===== src/rtl/display_pkg.sv =====
// ============================================================================
// display_pkg : shared types and constants for the multiplexed display
// Revision    : 1.0
// ============================================================================
`default_nettype none

package display_pkg;

  typedef enum logic [1:0] {
    OCIOSO   = 2'd0,
    CONVERTE = 2'd1,
    ATUALIZA = 2'd2
  } estado_t;

  localparam logic [3:0]  BCD_APAGADO = 4'b1111;
  localparam logic [13:0] VALOR_MAX   = 14'd9999;
  localparam int          N_ITER      = 14;

  // Double-dabble correction: any nibble >= 5 gets +3 before the shift.
  function automatic logic [15:0] ajusta_bcd(input logic [15:0] bcd);
    logic [15:0] r;
    r = bcd;
    for (int k = 0; k < 4; k++) begin
      if (bcd[4*k +: 4] >= 4'd5) begin
        r[4*k +: 4] = bcd[4*k +: 4] + 4'd3;
      end
    end
    return r;
  endfunction

endpackage

`default_nettype wire


===== src/rtl/conversor_bin_bcd.sv =====
// ============================================================================
// conversor_bin_bcd : sequential double-dabble, one iteration per clock
// Revision          : 1.0
// ============================================================================
`default_nettype none

module conversor_bin_bcd
  import display_pkg::*;
(
  input  logic        clk,
  input  logic        rst,
  input  logic        inicio,
  input  logic [13:0] bin,
  output logic        ocupado,
  output logic        pronto,
  output logic [15:0] bcd
);

  estado_t     estado_q, estado_d;
  logic [13:0] bin_q, bin_d;
  logic [15:0] bcd_q, bcd_d;
  logic [3:0]  iter_q, iter_d;
  logic        ocupado_q, ocupado_d;
  logic        pronto_q, pronto_d;
  logic [29:0] desloc;

  always_comb begin
    estado_d  = estado_q;
    bin_d     = bin_q;
    bcd_d     = bcd_q;
    iter_d    = iter_q;
    ocupado_d = ocupado_q;
    pronto_d  = pronto_q;
    desloc    = {ajusta_bcd(bcd_q), bin_q} << 1;

    case (estado_q)
      OCIOSO: begin
        if (inicio) begin
          bin_d     = bin;
          bcd_d     = 16'h0000;
          iter_d    = 4'd0;
          ocupado_d = 1'b1;
          estado_d  = CONVERTE;
        end
      end
      CONVERTE: begin
        {bcd_d, bin_d} = desloc;
        iter_d         = iter_q + 4'd1;
        if (iter_q == 4'(N_ITER - 1)) begin
          pronto_d = 1'b1;
          estado_d = ATUALIZA;
        end
      end
      ATUALIZA: begin
        pronto_d  = 1'b0;
        ocupado_d = 1'b0;
        estado_d  = OCIOSO;
      end
      default: begin
        pronto_d  = 1'b0;
        ocupado_d = 1'b0;
        estado_d  = OCIOSO;
      end
    endcase
  end

  always_ff @(posedge clk or posedge rst) begin
    if (rst) begin
      estado_q  <= OCIOSO;
      bin_q     <= 14'd0;
      bcd_q     <= 16'h0000;
      iter_q    <= 4'd0;
      ocupado_q <= 1'b0;
      pronto_q  <= 1'b0;
    end else begin
      estado_q  <= estado_d;
      bin_q     <= bin_d;
      bcd_q     <= bcd_d;
      iter_q    <= iter_d;
      ocupado_q <= ocupado_d;
      pronto_q  <= pronto_d;
    end
  end

  assign ocupado = ocupado_q;
  assign pronto  = pronto_q;
  assign bcd     = bcd_q;

endmodule

`default_nettype wire


===== src/rtl/varredura_display.sv =====
// ============================================================================
// varredura_display : binary-to-BCD load plus four-digit multiplexed scanner
// Revision          : 1.0
// ============================================================================
`default_nettype none

module varredura_display
  import display_pkg::*;
#(
  parameter int DIV_VARREDURA = 50000
) (
  input  logic        clk,
  input  logic        rst,
  input  logic [13:0] valor,
  input  logic        carregar,
  input  logic        apagar_zeros,
  output logic        ocupado,
  output logic [3:0]  digito,
  output logic [3:0]  anodos
);

  localparam int            DW      = $clog2(DIV_VARREDURA);
  localparam logic [DW-1:0] DIV_FIM = DW'(DIV_VARREDURA - 1);

  logic [13:0]   valor_sat;
  logic          pronto;
  logic [15:0]   bcd;

  logic [15:0]   exibe_q, exibe_d;
  logic [DW-1:0] div_q, div_d;
  logic [1:0]    idx_q, idx_d;
  logic [3:0]    digito_q, digito_d;
  logic [3:0]    anodos_q, anodos_d;
  logic [3:0]    apaga;
  logic [3:0]    nibble;

  assign valor_sat = (valor > VALOR_MAX) ? VALOR_MAX : valor;

  conversor_bin_bcd u_conversor (
    .clk     (clk),
    .rst     (rst),
    .inicio  (carregar),
    .bin     (valor_sat),
    .ocupado (ocupado),
    .pronto  (pronto),
    .bcd     (bcd)
  );

  always_comb begin
    exibe_d = pronto ? bcd : exibe_q;

    div_d = div_q + DW'(1);
    idx_d = idx_q;
    if (div_q == DIV_FIM) begin
      div_d = '0;
      idx_d = idx_q + 2'd1;
    end

    // Leading-zero blanking cascades down from thousands; units never blank.
    apaga[3] = apagar_zeros && (exibe_q[15:12] == 4'd0);
    apaga[2] = apaga[3] && (exibe_q[11:8] == 4'd0);
    apaga[1] = apaga[2] && (exibe_q[7:4] == 4'd0);
    apaga[0] = 1'b0;

    case (idx_d)
      2'd0:    nibble = exibe_q[3:0];
      2'd1:    nibble = exibe_q[7:4];
      2'd2:    nibble = exibe_q[11:8];
      default: nibble = exibe_q[15:12];
    endcase

    // Digit and anode are both derived from the next index so they switch together.
    digito_d = apaga[idx_d] ? BCD_APAGADO : nibble;
    anodos_d = ~(4'b0001 << idx_d);
  end

  always_ff @(posedge clk or posedge rst) begin
    if (rst) begin
      exibe_q  <= 16'h0000;
      div_q    <= '0;
      idx_q    <= 2'd0;
      digito_q <= 4'b0000;
      anodos_q <= 4'b1110;
    end else begin
      exibe_q  <= exibe_d;
      div_q    <= div_d;
      idx_q    <= idx_d;
      digito_q <= digito_d;
      anodos_q <= anodos_d;
    end
  end

  assign digito = digito_q;
  assign anodos = anodos_q;

endmodule

`default_nettype wire


===== config.mk =====
export PLATFORM = sky130hd
export DESIGN_NAME = varredura_display
export DESIGN_NICKNAME = d
export VERILOG_FILES = /design/src/rtl/display_pkg.sv /design/src/rtl/conversor_bin_bcd.sv /design/src/rtl/varredura_display.sv
export SDC_FILE = /design/constraint.sdc
export NUM_CORES = 1
export LEC_CHECK = 0
export ABC_AREA = 1
export CAP_MARGIN = 20
export CORE_ASPECT_RATIO = 0.9
export CORE_MARGIN = 1
export CORE_UTILIZATION = 40
export CTS_CLUSTER_DIAMETER = 150
export DETAILED_ROUTE_END_ITERATION = 7
export PLACE_DENSITY_LB_ADDON = 0.1
export SLEW_MARGIN = 25
export SYNTH_ARGS = -nofsm -noshare
export SYNTH_HDL_FRONTEND = slang
export SYNTH_HIERARCHICAL = 1
export SYNTH_SLANG_ARGS = --single-unit

===== constraint.sdc =====
create_clock -name clk -period 2.8 [get_ports clk]
set_input_delay 0.28 -clock clk [delete_from_list [all_inputs] [get_ports clk]]
set_output_delay 0.28 -clock clk [all_outputs]
set_load 0.02 [all_outputs]

# [Word-level counts from Yosys, hierarchy flattened]
# Cells that the tools add are included.
[totals] reg_bits=80 word_cells=72
[op_classes] n_shift=1 n_mux=24 n_eq_ne=7 n_reduce_logical=13 n_addsub=7 magnitude_cmp=6 bitwise_logic=3
[op_table] cell="two-way mux 16 bit" n=2
[op_table] cell="case mux 16 bit (2 select lines)" n=1
[op_table] cell="two-way mux 14 bit" n=2
[op_table] cell="case mux 14 bit (2 select lines)" n=1
[op_table] cell="two-way mux 4 bit" n=5
[op_table] cell="adder 16 x 1 -> 16 bit (second input constant)" n=1
[op_table] cell="== test 16 bit (second input constant)" n=1
[op_table] cell=">= comparator 4 x 3 -> 1 bit (second input constant)" n=4
[op_table] cell="> comparator 14 bit (second input constant)" n=1
[op_table] cell="adder 4 x 2 -> 4 bit (second input constant)" n=3
[op_table] cell="logical NOT 4 bit" n=3
[op_table] cell="case mux 4 bit (3 select lines)" n=1
[op_table] cell="case mux 4 bit (2 select lines)" n=1
[op_table] cell="AND reduction 2 bit" n=4
[op_table] cell="two-way mux 2 bit" n=3
[op_table] cell="adder 4 x 1 -> 4 bit (second input constant)" n=1
[op_table] cell="== test 2 x 1 -> 1 bit (second input constant)" n=2
[op_table] cell="== test 4 bit (second input constant)" n=1
[op_table] cell="logical NOT 2 bit" n=2
[op_table] cell="NOT 4 bit" n=1
[op_table] cell="case mux 1 bit (2 select lines)" n=2
[op_table] cell="case mux 2 bit (2 select lines)" n=1
[op_table] cell="<< shifter 1 x 2 -> 4 bit (first input constant)" n=1
[op_table] cell="adder 3 x 2 -> 3 bit (second input constant)" n=1
[op_table] cell="other kinds (11)" n=16

# [Depth between registers and ports, before layout]
[depth] depth_word=7 ltp_mapped=12

# [Modules after synthesis]
# Netlist, hierarchy kept.
[by_module_without_submodules] mod="varredura_display" cells_per_inst=270 instances=1 area_per_inst_um2=2192.1 seq_area_each_um2=1054.8
[by_module_without_submodules] mod="conversor_bin_bcd" cells_per_inst=247 instances=1 area_per_inst_um2=2113.3 seq_area_each_um2=950.9

# [Worst setup path after synthesis]
# No wires, ideal clock.
[synth_path] kind="register to register" start="register div_q[0]" end="register digito_q[3] (netlist: digito[3])" setup_ns=0.119 path_stages_with_launch=11 t_required_ns=2.681 n_path_buf=0 path_slack_ns=1.329 arrival_time_ns=1.352 path_cell_list="dfrtp_1 > ha_1 > nand3_2 > nor2_1 > nand3_2 > nand2_4 > nand2_1 > nand2_1 > nand2_2 > nor2_1 > nand2_1"
[synth_between] elab_chain_len=5 word_cells_on_any_way=9 cone_classes="3 x eq/ne; 5 x mux; 1 x reduce/logical"
[synth_lines] element="start: declaration" line_no="varredura_display.sv:30" text="logic [DW-1:0] div_q, div_d;"
[synth_lines] element="start signal: assignment" line_no="varredura_display.sv:86" text="div_q <= div_d;"
[synth_lines] element="== test 16 bit *" line_no="varredura_display.sv:54" text="if (div_q == DIV_FIM) begin"
[synth_lines] element="two-way mux 2 bit *" line_no="varredura_display.sv:54"
[synth_lines] element="== test 2 bit, or another cell as far along" line_no="varredura_display.sv:65" text="case (idx_d)"
[synth_lines] element="case mux 4 bit (3 select lines) or two-way mux 1 bit (tied branches)" line_no="varredura_display.sv:65, varredura_display.sv:73"
[synth_lines] element="two-way mux 4 bit *" line_no="varredura_display.sv:73" text="digito_d = apaga[idx_d] ? BCD_APAGADO : nibble;"
[synth_lines] element="via digito_d[3]" line_no="varredura_display.sv:32" text="logic [3:0] digito_q, digito_d;"
[synth_lines] element="end signal: assignment" line_no="varredura_display.sv:88" text="digito_q <= digito_d;"
[synth_lines] element="end: declaration" line_no="varredura_display.sv:32"
# The timed path passes the listed nets; every way through them passes the cells marked *. The select of a mux whose other input is x is not followed.
# A chain may end at the register's enable or synchronous reset.

# [Final worst setup path]
[layout_path] start="register anodos_q[3] (netlist: anodos[3])" end="output anodos[3]"
[layout_lines] element="start: declaration" line_no="varredura_display.sv:33" text="logic [3:0] anodos_q, anodos_d;"
[layout_lines] element="start signal: assignment" line_no="varredura_display.sv:89" text="anodos_q <= anodos_d;"
[layout_lines] element="end: declaration" line_no="varredura_display.sv:19" text="output logic [3:0] anodos"
# No word-level cell between the ends.

==> flow_metrics.env <==
export IMPL_finalWorstSetupSlack_ns=1.086
export IMPL_layout_drive_gt1_share_pct=15.61
export IMPL_cp_arrival_ns=1.43
export IMPL_place_area_um2=4662
export IMPL_ys_ff_latch=80
export IMPL_antenna_found_initial=0
export IMPL_nNetsFinal=575
export IMPL_cts_resized=0
export IMPL_drv_slew=0
export IMPL_drtAntennaViolNets=0
export IMPL_finClkSkew_ns=0.005313
export IMPL_coreArea_um2=10330
export IMPL_portBuffers=26
export IMPL_syn_to_final_growth_pct=14.65
export IMPL_grt_most_used_layer="met2"
export IMPL_clk_latency_ns=0.34
export IMPL_setup_tns_ns=0
export IMPL_die_area_um2=11180
export IMPL_use_met2_pct=27.50
export IMPL_drt_pass1_iter_count=6
export IMPL_max_freq_ghz=0.5833
export IMPL_r2r_cells=10
export IMPL_syn_inst=517
export IMPL_worst_slew_pin_slew_ns=0.8325
export IMPL_cts_made_buffers=9
export IMPL_required_ns=2.52
export IMPL_place_ws_ns=0.9872
export IMPL_yosys_warnings=6
export IMPL_hold_violations=0
export IMPL_diodes=0
export IMPL_place_congestion=0.8157
export IMPL_synth_fp_nets=546
export IMPL_h_tree_depth=3
export IMPL_leakagePower_nw=2.549
export IMPL_path_clk_slew_ns=0.06
export IMPL_cts_tree="yes"
export IMPL_grt_max_degree=43
export IMPL_cts_num_sinks=80
export IMPL_critPathBufInv=1
export IMPL_finalSetupViolations=0
export IMPL_crit_slowest_cell="clkdlybuf4s50_1"
export IMPL_finish_instance_area_um2=4936
export IMPL_worstReg2RegEnd="digito[0]"
export IMPL_crit_chain="clkdlybuf4s50_1"
export IMPL_r2r_start="div_q[0]"
export IMPL_synthesis_area_um2=4305
export IMPL_wl_per_cell_um=11.99
export IMPL_root_buffer="clkbuf_16"
export IMPL_startpoint="anodos[3]"
export IMPL_max_slew_margin_rel_pct=44.50
export IMPL_rsz0062_at_grt="false"
export IMPL_violations="design-rule violations"
export IMPL_dieWidth_um=111.4
export IMPL_yosysUniqueCellTypes=37
export IMPL_whs_ns=0.3937
export IMPL_grt_pass1_vias=3190
export IMPL_irDropWorstVdd_uv=340.6
export IMPL_syn_area_per_cell_um2=8.328
export IMPL_cp_end_kind="output port"
export IMPL_status="complete, but fails checks"
export IMPL_hold_buffers=0
export IMPL_initial_utilization_pct=41.66
export IMPL_finalPower_mw=4.506
export IMPL_grt_use_total_pct=16.29
export IMPL_cts_setup_buffers=0
export IMPL_slowest_delay_ns=0.59
export IMPL_hpwl_um=5712
export IMPL_critPathLaunchType="flip-flop"
export IMPL_worstHoldPathType="in2async"
export IMPL_rows=35
export IMPL_route_vias_total=3232
export IMPL_via_per_inst=4.753
export IMPL_routed_wl_um=8153
export IMPL_ios=27
export IMPL_powerDensity_nw_per_um2=912.9
export IMPL_period_needed_ns=1.714
export IMPL_drv_cap=0
export IMPL_grt_first_pass_wirelength_um=14500
export IMPL_drcViolationCount=7
export IMPL_post_route_period_util_pct=61.22
export IMPL_grt_use_met3_pct=4.771
export IMPL_ys_seq_area_share_pct=46.59
export IMPL_criticalPathCategory="reg2out"
export IMPL_grt_util_met1_pct=20.46
export IMPL_crit_family="buffers and inverters"
export IMPL_reg2reg_slack_ns=1.09
export IMPL_cp_max_fo=1
export IMPL_clock_path_buffers=2
export IMPL_die_height_um=100.4
export IMPL_drt_iter0_drc=141
export IMPL_grt_overflow=0
## per-layer routing
layer | wire [µm] | vias to the layer above
met4 | 94 | 0
met5 | 0 | -
met2 | 3686 | 41
met1 | 4096 | 1489
met3 | 276 | 9
li1 | - | 1693
## layout by cell type, fill, tap and decap left out, types with 5 or more instances in the layout
cell	instances
nand2_4	7
clkbuf_16	9
a21oi_1	11
nand2_1	136
nand3_2	15
nand4_1	11
nor2_1	33
xor2_1	6
ha_1	11
o22ai_1	5
inv_1	69
nand2_2	27
dfrtp_1	77
nand3_1	37
o21ai_0	27
clkdlybuf4s50_1	26
## sequential cells by signal (all words and copies together) (netlist names), 2 cells and up
signal                flops
u_conversor/bcd          16
exibe_q                  16
div_q                    16
idx_q                     2
u_conversor/estado_q      2
digito                    4
anodos                    4
u_conversor/bin_q        14
u_conversor/iter_q        4
## logic make-up after synthesis
group / count (synthesis) / synth area share [%]
AND/OR/NAND/NOR: 284 / 33.74
buffers and inverters: 85 / 8.631
flip-flops: 80 / 46.59
AO/OA/AOI/OAI: 49 / 6.219
adder cells (fa/ha/maj): 11 / 3.197
XOR/XNOR: 8 / 1.627
## worst max path at each step
stage                                       end  slack (ns)  depth (start not counted)
after floorplan                       digito[3]        1.33                         10
after global placement    u_conversor/bin_q[10]        1.05                          8
after detailed placement   u_conversor/bin_q[3]        0.99                          8
after CTS                             digito[1]        1.05                         10
after global routing                  digito[3]        0.92                         10
final                                 anodos[3]        1.09                          1
## Yosys cell counts (all sizes together)
cell type | count | share of area, %
nand2 | 171 | 18
nor3 | 4 | 0.46
dfrtp | 77 | 45
nor4 | 2 | 0.29
dfstp | 3 | 1.8
o21bai | 1 | 0.17
xor2 | 6 | 1.2
a21oi | 11 | 1.3
nand3b | 1 | 0.17
a211o | 1 | 0.20
nor3b | 1 | 0.17
nor2 | 42 | 5.2
inv | 75 | 6.8
nand4 | 11 | 1.6
o21ai | 27 | 3.1
xnor2 | 2 | 0.41
clkbuf | 3 | 0.26
ha | 11 | 3.2
o211ai | 1 | 0.17
nand3 | 52 | 7.8
o22ai | 5 | 0.73
buf | 7 | 1.6
o21a | 1 | 0.17
a21boi | 2 | 0.35
## layout make-up
type	count	area, µm²
Multi-Input combinational cell	352	1928
Fill cell	1019	5399
Clock inverter	6	35.03
Sequential cell	80	2006
Inverter	75	291.5
Tap cell	129	161.4
Timing Repair Buffer	28	275.3
Clock buffer	10	239.0
## metrics by stage
step	utilization (%)	cells
final	47.76	680
after global routing	47.76	680
after CTS	47.76	680
after detailed placement	45.11	664
after global placement	45.11	664
after floorplan	-	517
## power by group
group	internal, mW	switching [mW]
registers	1.54	0.338
logic	0.597	0.948
clock network	0.618	0.468
Power figures use the tool's default switching activity.
